### config.mk
export PLATFORM = sky130hd
export DESIGN_NAME = sprite_pixel_fetch_flat
export DESIGN_NICKNAME = d
export VERILOG_FILES = /design/src/rtl/sprite_pixel_fetch_if.sv /design/src/rtl/sprite_pixel_fetch.sv /design/src/flat_wrapper.sv
export SDC_FILE = /design/constraint.sdc
export NUM_CORES = 1
export LEC_CHECK = 0
export BUFFER_PORTS_ARGS = -buffer_cell sky130_fd_sc_hd__clkbuf_2
export CAP_MARGIN = 0
export CORE_AREA = 2 2 111 113
export CTS_BUF_LIST = sky130_fd_sc_hd__clkbuf_8
export CTS_CLUSTER_DIAMETER = 50
export DETAILED_ROUTE_END_ITERATION = 10
export DIE_AREA = 0 0 113 115
export PLACE_DENSITY = 0.73
export REMOVE_ABC_BUFFERS = 1
export SLEW_MARGIN = 30
export SYNTH_ARGS = -nofsm -noshare
export SYNTH_HDL_FRONTEND = slang
export SYNTH_SLANG_ARGS = --single-unit
### constraint.sdc
create_clock -name clk -period 3.75 [get_ports clk]
set_input_delay 0.1875 -clock clk [delete_from_list [all_inputs] [get_ports clk]]
set_output_delay 0.1875 -clock clk [all_outputs]
set_load 0.01 [all_outputs]
### src/rtl/sprite_pixel_fetch_if.sv
// Sprite staging-write and sprite-ROM bus between the pixel fetcher and its controller/ROM.
// Carries hflip_in only when SPRITE_HFLIP_EN is defined.
interface sprite_pixel_fetch_if #(
  parameter int DATA_WIDTH = 24,
  parameter int SPR_W_LOG2 = 5,
  parameter int SPR_H_LOG2 = 5,
  parameter int FRAME_BITS = 2
);
  localparam int ADDR_WIDTH = FRAME_BITS + SPR_W_LOG2 + SPR_H_LOG2;

  logic                  pos_wr;
  logic [9:0]            pos_x_in;
  logic [9:0]            pos_y_in;
  logic [FRAME_BITS-1:0] frame_in;
`ifdef SPRITE_HFLIP_EN
  logic                  hflip_in;
`endif
  logic                  pos_pending;
  logic [ADDR_WIDTH-1:0] rom_addr;
  logic [DATA_WIDTH-1:0] rom_data;

`ifdef SPRITE_HFLIP_EN
  modport master (
    output pos_wr, pos_x_in, pos_y_in, frame_in, hflip_in, rom_data,
    input  pos_pending, rom_addr
  );
  modport slave (
    input  pos_wr, pos_x_in, pos_y_in, frame_in, hflip_in, rom_data,
    output pos_pending, rom_addr
  );
`else
  modport master (
    output pos_wr, pos_x_in, pos_y_in, frame_in, rom_data,
    input  pos_pending, rom_addr
  );
  modport slave (
    input  pos_wr, pos_x_in, pos_y_in, frame_in, rom_data,
    output pos_pending, rom_addr
  );
`endif
endinterface

### src/rtl/sprite_pixel_fetch.sv
// Single-sprite pixel source: box test, synchronous ROM fetch, 3-cycle aligned pixel output.
// Optional horizontal flip enabled by defining SPRITE_HFLIP_EN.
module sprite_pixel_fetch #(
  parameter int DATA_WIDTH = 24,
  parameter int SPR_W_LOG2 = 5,
  parameter int SPR_H_LOG2 = 5,
  parameter int FRAME_BITS = 2,
  parameter int V_ACTIVE   = 480
) (
  input  logic                  clk,
  input  logic                  rst,
  input  logic [9:0]            hcount,
  input  logic [9:0]            vcount,
  input  logic                  bright,
  sprite_pixel_fetch_if.slave   bus,
  output logic [DATA_WIDTH-1:0] pixel,
  output logic                  pix_en,
  output logic [9:0]            hcount_out,
  output logic [9:0]            vcount_out,
  output logic                  bright_out
);
  localparam int ADDR_WIDTH = FRAME_BITS + SPR_W_LOG2 + SPR_H_LOG2;
  localparam logic [10:0] SPR_W = 11'(1 << SPR_W_LOG2);
  localparam logic [10:0] SPR_H = 11'(1 << SPR_H_LOG2);

  logic [9:0]            act_x, act_y, stage_x, stage_y;
  logic [FRAME_BITS-1:0] act_frame, stage_frame;
  logic                  pending;
  logic                  commit;
`ifdef SPRITE_HFLIP_EN
  logic                  act_flip, stage_flip;
`endif

  logic                  in_box;
  logic [SPR_W_LOG2-1:0] col;
  logic [SPR_H_LOG2-1:0] row;
  logic [ADDR_WIDTH-1:0] rom_addr_q;
  logic [1:0]            box_pipe;
  logic [2:0][9:0]       h_pipe, v_pipe;
  logic [2:0]            b_pipe;

  assign commit          = (hcount == 10'd0) && (vcount == 10'(V_ACTIVE));
  assign bus.pos_pending = pending;
  assign bus.rom_addr    = rom_addr_q;

  // Staging takes every write; active state only changes on the commit cycle,
  // which always sees the staging contents from before a same-cycle write.
  always_ff @(posedge clk or posedge rst) begin
    if (rst) begin
      act_x       <= 10'h3FF;
      act_y       <= 10'h3FF;
      act_frame   <= '0;
      stage_x     <= '0;
      stage_y     <= '0;
      stage_frame <= '0;
      pending     <= 1'b0;
`ifdef SPRITE_HFLIP_EN
      act_flip    <= 1'b0;
      stage_flip  <= 1'b0;
`endif
    end else begin
      if (commit && pending) begin
        act_x     <= stage_x;
        act_y     <= stage_y;
        act_frame <= stage_frame;
`ifdef SPRITE_HFLIP_EN
        act_flip  <= stage_flip;
`endif
      end
      if (bus.pos_wr) begin
        stage_x     <= bus.pos_x_in;
        stage_y     <= bus.pos_y_in;
        stage_frame <= bus.frame_in;
`ifdef SPRITE_HFLIP_EN
        stage_flip  <= bus.hflip_in;
`endif
        pending     <= 1'b1;
      end else if (commit) begin
        pending <= 1'b0;
      end
    end
  end

  // Box bounds are widened to 11 bits so a sprite hanging off the right or
  // bottom edge clips instead of wrapping back to column/line 0.
  always_comb begin
    in_box = ({1'b0, hcount} >= {1'b0, act_x}) &&
             ({1'b0, hcount} <  ({1'b0, act_x} + SPR_W)) &&
             ({1'b0, vcount} >= {1'b0, act_y}) &&
             ({1'b0, vcount} <  ({1'b0, act_y} + SPR_H));
    row = vcount[SPR_H_LOG2-1:0] - act_y[SPR_H_LOG2-1:0];
    col = hcount[SPR_W_LOG2-1:0] - act_x[SPR_W_LOG2-1:0];
`ifdef SPRITE_HFLIP_EN
    if (act_flip) col = ~col;
`endif
  end

  always_ff @(posedge clk or posedge rst) begin
    if (rst) begin
      rom_addr_q <= '0;
      box_pipe   <= '0;
      h_pipe     <= '0;
      v_pipe     <= '0;
      b_pipe     <= '0;
      pixel      <= '0;
      pix_en     <= 1'b0;
    end else begin
      if (in_box) rom_addr_q <= {act_frame, row, col};
      box_pipe <= {box_pipe[0], in_box};
      h_pipe   <= {h_pipe[1:0], hcount};
      v_pipe   <= {v_pipe[1:0], vcount};
      b_pipe   <= {b_pipe[1:0], bright};
      pix_en   <= box_pipe[1] & b_pipe[1];
      pixel    <= (box_pipe[1] & b_pipe[1]) ? bus.rom_data : '0;
    end
  end

  assign hcount_out = h_pipe[2];
  assign vcount_out = v_pipe[2];
  assign bright_out = b_pipe[2];
endmodule

### src/flat_wrapper.sv
// flat-port wrapper written by rule: the top's interface ports become plain ports
module sprite_pixel_fetch_flat 
#(
  parameter int DATA_WIDTH = 24,
  parameter int SPR_W_LOG2 = 5,
  parameter int SPR_H_LOG2 = 5,
  parameter int FRAME_BITS = 2,
  parameter int V_ACTIVE   = 480
)
  (clk, rst, hcount, vcount, bright, pixel, pix_en, hcount_out, vcount_out, bright_out, bus_pos_wr, bus_pos_x_in, bus_pos_y_in, bus_frame_in, bus_rom_data, bus_pos_pending, bus_rom_addr);
  sprite_pixel_fetch_if #(.DATA_WIDTH(DATA_WIDTH), .SPR_W_LOG2(SPR_W_LOG2), .SPR_H_LOG2(SPR_H_LOG2), .FRAME_BITS(FRAME_BITS)) bus_i ();
  input  logic clk;
  input  logic rst;
  input  logic [9:0] hcount;
  input  logic [9:0] vcount;
  input  logic bright;
  output logic [DATA_WIDTH-1:0] pixel;
  output logic pix_en;
  output logic [9:0] hcount_out;
  output logic [9:0] vcount_out;
  output logic bright_out;
  input wire logic [$bits(bus_i.pos_wr)-1:0] bus_pos_wr;
  input wire logic [$bits(bus_i.pos_x_in)-1:0] bus_pos_x_in;
  input wire logic [$bits(bus_i.pos_y_in)-1:0] bus_pos_y_in;
  input wire logic [$bits(bus_i.frame_in)-1:0] bus_frame_in;
  input wire logic [$bits(bus_i.rom_data)-1:0] bus_rom_data;
  output wire logic [$bits(bus_i.pos_pending)-1:0] bus_pos_pending;
  output wire logic [$bits(bus_i.rom_addr)-1:0] bus_rom_addr;
  assign bus_i.pos_wr = bus_pos_wr;
  assign bus_i.pos_x_in = bus_pos_x_in;
  assign bus_i.pos_y_in = bus_pos_y_in;
  assign bus_i.frame_in = bus_frame_in;
  assign bus_i.rom_data = bus_rom_data;
  assign bus_pos_pending = bus_i.pos_pending;
  assign bus_rom_addr = bus_i.rom_addr;
  sprite_pixel_fetch #(.DATA_WIDTH(DATA_WIDTH), .SPR_W_LOG2(SPR_W_LOG2), .SPR_H_LOG2(SPR_H_LOG2), .FRAME_BITS(FRAME_BITS), .V_ACTIVE(V_ACTIVE)) u_core (.clk(clk), .rst(rst), .hcount(hcount), .vcount(vcount), .bright(bright), .bus(bus_i), .pixel(pixel), .pix_en(pix_en), .hcount_out(hcount_out), .vcount_out(vcount_out), .bright_out(bright_out));
endmodule
==> reports/results.tsv, run 1 <==
metric	value	unit
intPower	2.45	mW
power_density	423	nW/um2
grt_pass1_wl	19200	um
period_share	83.9	%
first_pass_iters	8	
via_per_inst	4.96	
die_h	115	um
setup_violations	0	
cpPeakStageDelay	0.88	ns
seq_power_share	52.3	%
clock_sinks	147	
synth-async-reset-ratio	100	%
drive_gt1_share	35.1	%
io-pin-count	129	
syn_area_per_cell	13.5	um2
slew_violations	0	
tightest_slew	0.839	ns
startpoint_type	flip-flop	
slew_headroom	44.1	%
row_count	40	
syn2layout_area_growth	30.1	%
r2r_slack	0.61	ns
cts_root_buffer	clkbuf_8	
grt_overflow	0	
cts_tree	built	
netlist_area	5780	um2
die_x	113	um
cts_buffers	17	
fp.coreArea	11800	um2
finalInstanceArea	7520	um2
outcome	complete, but fails checks	
cts_buffer_depth	2	
cp_slowest_cell	or4b_1	
grt_usage	19.2	%
finalHoldViolCount	0	
insertion_delay	0.45	ns
critPathTopFamily	simple AND/OR/NAND/NOR gates	
cp_max_fo	13	
via_count	3832	
switching_share	23.2	%
skew	0.0105	ns
initial_core_util	49.0	%
hpwl	7740	um
drt-total-wl	11700	um
worst_hold_path_type	input port to flip-flop	
worstPathArrival	3.47	ns
critPathCaptureType	flip-flop	
violations	design-rule violations	
drt-wirelength-per-cell	15.1	um
rsz0062_at_grt	false	
synth_warnings	0	
clk_pin_slew_worst_paths	0.08	ns
first_iter_violations	254	
worstPathRequired	4.08	ns
switchingPower	0.738	mW
n_antenna_cell	0	
final_cell_mix	clkbuf_2, dfrtp_1, dlygate4sd3_1	
design.die.area	13000	um2
synth_seq_area_share	64.0	%
max-cap-violations	0	
drc_errors	16	
place_congestion	0.902	
power.leakage	3.93	nW
grt_pass1_vias	4012	
ir_worst_vdd	218	uV
ys_seq_elements	147	
antenna_found_initial	0	
p_comb_share	7.2	%
final_nets	717	
portBuffers	128	
mostFrequentLayoutCell	clkbuf_2	
period_needed	3.14	ns
cts_htree_levels	4	
path_cells	ha_1 > xnor2_1 > ha_1 > o21a_1 > o21a_1 > o22ai_1 > a31oi_1 > or4b_1 > mux2_4	
grt_max_degree	124	
synth.distinct_cells	42	
clkPwrFrac	40.5	%
setup_tns	0	ns
synth_cells	429	
post_cts_buffers	0	
ys.flop_type	dfrtp_1	
synth_edf_count	0	
path_buf_inv	0	
final_antenna_net_count	0	
place_area	6430	um2
path_class	flip-flop to flip-flop	
fmax	0.318	GHz
==> synthesized netlist by cell type, types with 2 or more instances <==
| master | count | area share (%) |
|---|---|---|
| nor4_1 | 4 | 0.43 |
| mux2i_1 | 3 | 0.52 |
| nand2_1 | 24 | 1.6 |
| o31a_1 | 2 | 0.30 |
| dfrtp_1 | 127 | 55 |
| xnor2_1 | 8 | 1.2 |
| a211oi_1 | 5 | 0.65 |
| mux2_2 | 29 | 5.6 |
| o21bai_1 | 2 | 0.26 |
| buf_4 | 20 | 2.6 |
| dfstp_2 | 20 | 9.1 |
| fa_1 | 2 | 0.69 |
| a21oi_1 | 5 | 0.43 |
| nand4_1 | 4 | 0.43 |
| o21ai_0 | 27 | 2.3 |
| and3_1 | 25 | 2.7 |
| a21o_1 | 4 | 0.52 |
| o21a_1 | 4 | 0.52 |
| mux2_4 | 6 | 1.6 |
| clkbuf_1 | 9 | 0.58 |
| a31oi_1 | 2 | 0.22 |
| ha_1 | 32 | 6.9 |
| xor2_1 | 2 | 0.30 |
| nor2_1 | 9 | 0.58 |
| nor2b_1 | 4 | 0.43 |
| nand3_1 | 4 | 0.35 |
| inv_1 | 31 | 2.0 |
==> final cells by class <==
cell class	count	area [um2]
fillers	887	4290
flip-flops and latches	147	3700
multi-input cells	219	1770
repair buffers	197	1330
clock buffers	18	248
well taps	147	184
clock inverters	14	174
inverters	31	124
==> power by group through the flow <==
stage | sequential (mW) | combinational [mW] | clock [mW]
floorplan | 1.70 | 0.0849 | 0
global placement | 1.69 | 0.170 | 0
detailed placement | 1.70 | 0.176 | 0
CTS | 1.67 | 0.232 | 1.32
global route | 1.67 | 0.256 | 1.40
finish | 1.67 | 0.231 | 1.29
==> routing by layer <==
metal	track usage (%)	share of wire, %	vias to the layer above
met5	0	0	-
met4	9.11	2.6	0
met3	5.17	6.4	24
met2	32.8	50	139
met1	22.9	41	1851
li1	-	-	1818
==> registers in the layout (all words and copies together), names as in the netlist, 2 cells and up <==
name / flops
u_core.vcount_out: 10
u_core.v_pipe: 20
u_core.act_y: 10
u_core.b_pipe: 3
u_core.box_pipe: 2
u_core.pixel: 24
u_core.stage_x: 10
u_core.stage_frame: 2
u_core.stage_y: 10
u_core.act_frame: 2
u_core.hcount_out: 10
u_core.act_x: 10
u_core.bus.rom_addr: 12
u_core.h_pipe: 20
==> timing repair <==
item	in CTS	in global routing
hold endpoints to repair	170	0
gates resized for setup	0	0
hold buffers	67	0
==> metrics by stage <==
stage | util [%] | hold WS (ns) | worst slack [ns] | total power, mW | std cells
6_report | 63.7 | 0.0358 | 0.606 | 3.19 | 773
5_1_grt | 63.7 | 0.0208 | 0.408 | 3.33 | 773
4_1_cts | 63.7 | 0.0152 | 0.615 | 3.22 | 773
3_5_place_dp | 54.5 | 0.301 | 0.617 | 1.87 | 674
3_3_place_gp | 54.4 | 0.307 | 0.717 | 1.86 | 674
2_1_floorplan | - | 0.219 | -0.356 | 1.78 | 397
==> final timing paths <==
| kind | from | to | cells after the start |
|---|---|---|---|
| max in group asynchronous | rst | u_core.act_x[1] | 4 |
| min | bus_rom_data[10] | u_core.pixel[10] | 2 |
| min in group asynchronous | rst | u_core.vcount_out[8] | 3 |
| max | u_core.act_x[5] | u_core.bus.rom_addr[3] | 9 |
| min reg2reg | u_core.v_pipe[9] | u_core.v_pipe[19] | 0 |
| max reg2reg | u_core.act_x[5] | u_core.bus.rom_addr[3] | 9 |
==> logic make-up (layout without fill, tap and decap cells) <==
kind of cell	after synthesis	count (layout)	share of synthesized area [%]
flip-flops	147	147	64.0
XOR/XNOR	10	10	1.51
buffers and inverters	63	260	5.54
adder cells (fa/ha/maj)	34	34	7.62
AO/OA/AOI/OAI	55	55	5.88
AND/OR/NAND/NOR	82	82	7.68
multiplexers	38	38	7.72
(Power assumes the default switching activity.)
==> inputs of run 2 (changes only) <==
Settings changed: CORE_AREA 2 2 111 113 to 2 2 105 107, DIE_AREA 0 0 113 115 to 0 0 107 109, PLACE_DENSITY 0.73 to 0.78.
Clock period 3.75 ns to 2.9 ns, I/O delays scaled along.
==> run 2 against run 1 <==
The flow now finishes without violations. Non-clock buffer count up 6. Die area decreased by 10%. Register-to-register slack worse by 0.49 ns. First-iteration DRC count decreased by 6.3%. Final area is 1.8% higher. Sequential cell count unchanged. Via count is 1.2% higher. Total power increased by 36%. Clock-buffer cell count shrank 1. Critical path type unchanged.
==> reports/results.tsv, run 2 (synthesized netlist as in run 1, its figures left out) <==
metric	value	unit	change
outcome	finished clean		was complete, but fails checks
path_class	flip-flop to flip-flop		unchanged
clock_sinks	147		unchanged
cts_htree_levels	4		unchanged
path_cells	ha_1 > nand3_1 > xnor2_1 > ha_1 > nor2b_1 > o21ai_0 > o21ai_1 > or4b_4 > buf_8 > mux2_4		was ha_1 > xnor2_1 > ha_1 > o21a_1 > o21a_1 > o22ai_1 > a31oi_1 > or4b_1 > mux2_4
period_needed	2.79	ns	was 3.14 ns
regMostFlops	u_core.pixel		unchanged
insertion_delay	0.43	ns	was 0.45 ns
power_density	565	nW/um2	was 423 nW/um2
largest_reg_flops	24		unchanged
fill_cells	691		was 887
drc_errors	0		was 16
cp_max_fo	7		was 13
path_buf_inv	1		was 0
setup_violations	0		unchanged
skew	0.0107	ns	was 0.0105 ns
critPathCaptureType	flip-flop		unchanged
cts_buffers	17		unchanged
finalHoldViolCount	0		unchanged
cp_slowest_cell	dfstp_2		was or4b_1
grt_overflow	0		unchanged
place_congestion	0.826		was 0.902
post_cts_buffers	0		unchanged
die_x	107	um	was 113 um
worstPathRequired	3.21	ns	was 4.08 ns
final_antenna_net_count	0		unchanged
slew_headroom	49.7	%	was 44.1%
cts_tree	built		unchanged
ir_worst_vdd	354	uV	was 218 uV
slew_violations	0		unchanged
io-pin-count	129		unchanged
n_antenna_cell	0		unchanged
tightest_slew	0.755	ns	was 0.839 ns
worstPathArrival	3.10	ns	was 3.47 ns
syn2layout_area_growth	32.4	%	was 30.1%
drive_gt1_share	36.3	%	was 35.1%
design.die.area	11700	um2	was 13,000 um2
hpwl	7790	um	was 7740 um
clk_pin_slew_worst_paths	0.09	ns	was 0.08 ns
portBuffers	128		unchanged
drt-total-wl	12000	um	was 11,700 um
grt_pass1_vias	3974		was 4,012
antenna_found_initial	0		unchanged
grt_pass1_wl	19500	um	was 19,200 um
row_count	38		was 40
grt_usage	21.9	%	was 19.2%
grt_max_degree	90		was 124
cts_root_buffer	clkbuf_8		unchanged
reg_top3	u_core.pixel: 24 flops, u_core.h_pipe: 20 flops, u_core.v_pipe: 20 flops		unchanged
first_pass_iters	4		was 8
startpoint_type	flip-flop		unchanged
critPathTopFamily	simple AND/OR/NAND/NOR gates		unchanged
cpPeakStageDelay	0.58	ns	was 0.88 ns
via_count	3879		was 3,832
period_share	96.1	%	was 83.9%
die_h	109	um	was 115 um
via_per_inst	5.03		was 4.96
power.leakage	4.00	nW	was 3.93 nW
worst_hold_path_type	flip-flop to flip-flop		was input port to flip-flop
place_area	6460	um2	was 6430 um2
finalInstanceArea	7660	um2	was 7520 um2
first_iter_violations	238		was 254
crit_path_frequent_cell	ha_1		
drt-wirelength-per-cell	15.5	um	was 15.1 um
whs	0.347	ns	was 0.0358 ns
fp.coreArea	10600	um2	was 11,800 um2
max-cap-violations	0		unchanged
final_cell_mix	clkbuf_2, dfrtp_1, dlygate4sd3_1		unchanged
cts_buffer_depth	2		unchanged
fmax	0.359	GHz	was 0.318 GHz
mostFrequentLayoutCell	clkbuf_2		unchanged
initial_core_util	54.5	%	was 49.0%
final_nets	723		was 717
-- run 2: layout make-up --
type | count | area, um2 | share of cell area (%)
flip-flops and latches | 147 | 3700 | 48.4
multi-input cells | 219 | 1800 | 23.5
repair buffers | 203 | 1390 | 18.1
clock inverters | 14 | 236 | 3.09
clock buffers | 17 | 234 | 3.06
well taps | 140 | 175 | 2.29
inverters | 31 | 121 | 1.58
-- run 2: where the power goes --
part	switching [mW]	internal, mW
Sequential	0.0308	2.12
Combinational	0.141	0.162
Clock	0.762	1.11
-- run 2: stage by stage --
stage | power (mW) | util [%] | worst slack (ns) | TNS, ns | instances
after floorplan | 2.30 | - | -1.16 | -164.56 | 397
after global placement | 2.41 | 60.9 | 0.0914 | 0 | 672
after detailed placement | 2.42 | 60.9 | 0.0114 | 0 | 672
after CTS | 4.36 | 71.8 | 0.000520 | 0 | 771
after global routing | 4.51 | 72.2 | -0.00469 | -0.0136 | 771
final | 4.33 | 72.2 | 0.112 | 0 | 771
-- run 2: worst register-to-register path, delay by kind of cell (launching register included) --
family / cells / cell delay, ns
multiplexers: 1 / 0.29
AO/OA/AOI/OAI: 2 / 0.24
buffers and inverters: 1 / 0.17
XOR/XNOR: 1 / 0.13
AND/OR/NAND/NOR: 3 / 0.79
flip-flops: 1 / 0.58
adder cells (fa/ha/maj): 2 / 0.47
-- run 2: worst paths after layout --
kind                                    from                     end  slack, ns  cells after the start
max                          u_core.act_y[5]  u_core.bus.rom_addr[4]       0.11                     10
min                        u_core.h_pipe[17]    u_core.hcount_out[7]       0.35                      0
max reg2reg                  u_core.act_y[5]  u_core.bus.rom_addr[4]       0.11                     10
min reg2reg                u_core.h_pipe[17]    u_core.hcount_out[7]       0.35                      0
max in group asynchronous                rst         u_core.act_x[3]       1.61                      4
min in group asynchronous                rst        u_core.v_pipe[4]       0.43                      3
-- run 2: routing by layer --
metal  part of all wire [%]  vias to the layer above  track usage, %  routed length [um]
met3                    5.4                       15            6.34                 647
met5                      0                        -               0                   0
met2                     48                      128            35.3                5730
li1                       -                     1827               -                   -
met4                    1.6                        0            8.44                 195
met1                     45                     1909            28.5                5390
-- run 2: repair_timing --
| action | in CTS | in global routing |
|---|---|---|
| hold endpoints to repair | 143 | 0 |
| hold buffers | 68 | 0 |
| resized for setup | 0 | 11 |
| setup endpoints to repair | 0 | 9 |
==> inputs of run 3 (changes only) <==
--- a/config.mk
+++ b/config.mk
@@ -8,10 +8,10 @@
 export BUFFER_PORTS_ARGS = -buffer_cell sky130_fd_sc_hd__clkbuf_2
 export CAP_MARGIN = 0
-export CORE_AREA = 2 2 105 107
+export CORE_AREA = 2 2 111 113
 export CTS_BUF_LIST = sky130_fd_sc_hd__clkbuf_8
 export CTS_CLUSTER_DIAMETER = 50
 export DETAILED_ROUTE_END_ITERATION = 10
-export DIE_AREA = 0 0 107 109
-export PLACE_DENSITY = 0.78
+export DIE_AREA = 0 0 113 115
+export PLACE_DENSITY = 0.7
 export REMOVE_ABC_BUFFERS = 1
 export SLEW_MARGIN = 30
==> constraint.sdc (replaced) <==
create_clock -name clk -period 2.9 [get_ports clk]
set_input_delay 0.435 -clock clk [delete_from_list [all_inputs] [get_ports clk]]
set_output_delay 0.435 -clock clk [all_outputs]
set_load 0.1 [all_outputs]
==> run 3 against run 2 <==
The flow now finishes with violations (design-rule violations). Sequential cell count is the same. Clock power shrank 13%. Clock-buffer cell count grew 1. Via count shrank 7.3%.
==> reports/results.tsv, run 3 (synthesized netlist as in run 1, its figures left out) <==
metric	value	unit	change
period_share	96.1	%	about the same
portBuffers	128		unchanged
switching_share	24.6	%	was 21.6%
grt_overflow	0		unchanged
first_pass_iters	7		was 4
cts_resized	0		unchanged
place_congestion	0.829		was 0.826
syn2layout_area_growth	19.7	%	was 32.4%
r2r_slack	0.11	ns	about the same
cts_buffer_depth	2		unchanged
setup_violations	0		unchanged
regMostFlops	u_core.pixel		unchanged
intPower	3.10	mW	was 3.39 mW
final_nets	658		was 723
reg_top3	u_core.pixel: 24 flops, u_core.h_pipe: 20 flops, u_core.v_pipe: 20 flops		unchanged
cts_tree	built		unchanged
via_count	3595		was 3,879
worst_hold_path_type	input port to asynchronous set/reset pin		was flip-flop to flip-flop
drt-total-wl	10700	um	was 12,000 um
grt_pass1_wl	17800	um	was 19,500 um
slew_violations	0		unchanged
initial_core_util	49.0	%	was 54.5%
power_density	593	nW/um2	was 565 nW/um2
fmax	0.359	GHz	about the same
grt_usage	17.8	%	was 21.9%
cts_buffers	17		unchanged
p_comb_share	8.2	%	was 7.0%
drc_errors	15		was 0
cts_htree_levels	4		unchanged
io-pin-count	129		unchanged
antenna_found_initial	0		unchanged
cts_root_buffer	clkbuf_8		unchanged
max-cap-violations	0		unchanged
die_h	115	um	was 109 um
violations	design-rule violations		
slew_headroom	55.3	%	was 49.7%
n_antenna_cell	0		unchanged
clkPwrFrac	39.4	%	was 43.2%
finalHoldViolCount	0		unchanged
final_antenna_net_count	0		unchanged
startpoint_type	flip-flop		unchanged
worstPathRequired	3.23	ns	was 3.21 ns
post_cts_buffers	0		unchanged
drive_gt1_share	40.6	%	was 36.3%
clock_sinks	147		unchanged
grt_pass1_vias	3724		was 3,974
seq_power_share	52.5	%	was 49.8%
finalInstanceArea	6920	um2	was 7660 um2
switchingPower	1.01	mW	was 0.933 mW
path_class	flip-flop to flip-flop		unchanged
seq_area	3700	um2	unchanged
cp_max_fo	7		unchanged
mostFrequentLayoutCell	clkbuf_2		unchanged
final_core_util	58.6	%	was 72.2%
outcome	complete, but fails checks		was finished clean
critPathCaptureType	flip-flop		unchanged
skew	0.0114	ns	was 0.0107 ns
multi_input_area	1780	um2	was 1800 um2
holdBufCountCts	0		was 68
grt_max_degree	80		was 90
setup_tns	0	ns	unchanged
ir_worst_vdd	308	uV	was 354 uV
hpwl	7890	um	was 7790 um
first_iter_violations	149		was 238
place_area	6500	um2	was 6460 um2
fp.coreArea	11800	um2	was 10,600 um2
die_x	113	um	was 107 um
clk_pin_slew_worst_paths	0.07	ns	was 0.09 ns
final_cell_mix	clkbuf_2, dfrtp_1, ha_1		was clkbuf_2, dfrtp_1, dlygate4sd3_1
row_count	40		was 38
design.die.area	13000	um2	was 11,700 um2
tightest_slew	0.670	ns	was 0.755 ns
via_per_inst	5.04		was 5.03
drt-wirelength-per-cell	15.0	um	was 15.5 um
power.leakage	3.70	nW	was 4.00 nW
largest_reg_flops	24		unchanged
insertion_delay	0.44	ns	was 0.43 ns
period_needed	2.79	ns	about the same
worstPathArrival	3.12	ns	was 3.10 ns
fill_cells	968		was 691
-- run 3: power by group through the flow --
stage          clock (mW)  sequential (mW)  combinational [mW]
2_1_floorplan           0             2.30               0.110
3_3_place_gp            0             2.19               0.332
3_5_place_dp            0             2.20               0.340
4_1_cts              1.67             2.16               0.341
5_1_grt              1.76             2.16               0.367
6_report             1.62             2.15               0.336
-- run 3: per-stage QoR --
stage | worst slack, ns | instances | power [mW] | hold WS (ns)
after floorplan | -1.45 | 397 | 2.41 | 0.331
after global placement | 0.0647 | 682 | 2.52 | 0.332
after detailed placement | 0.0218 | 682 | 2.53 | 0.335
after CTS | 0.0508 | 713 | 4.16 | 0.0765
after global routing | -0.0191 | 713 | 4.29 | 0.0682
final | 0.112 | 713 | 4.11 | 0.0961
-- run 3: routing by layer --
layer	global-route usage (%)	vias to the layer above	share of wire [%]
met2	28.8	120	48
met1	21.6	1753	41
met5	0	-	0
met3	6.27	27	8.1
met4	8.46	0	2.5
li1	-	1695	-
-- run 3: critical path, stage by stage, from the launching register on --
cell and delay [ns]:
dfstp_2 0.57, ha_1 0.18, xnor2_1 0.12, ha_1 0.25, o21a_1 0.19, o21a_1 0.16, o22ai_1 0.13, a31oi_1 0.07
or4b_4 0.50, buf_4 0.19, mux2_4 0.30
-- run 3: final cells by class --
type	instances	area share [%]
clock buffers	18	3.58
clock inverters	13	2.31
inverters	31	1.75
multi-input cells	219	25.7
flip-flops and latches	147	53.5
well taps	147	2.66
repair buffers	138	10.5
-- run 3: worst paths after layout --
path                             startpoint                endpoint  cells after the start
min in group clk                     bright        u_core.b_pipe[0]                      1
min reg2reg                u_core.h_pipe[6]       u_core.h_pipe[16]                      0
min                                     rst        u_core.b_pipe[1]                      2
max                         u_core.act_x[5]  u_core.bus.rom_addr[4]                     10
max in group asynchronous               rst         u_core.act_x[2]                      3
max reg2reg                 u_core.act_x[5]  u_core.bus.rom_addr[4]                     10
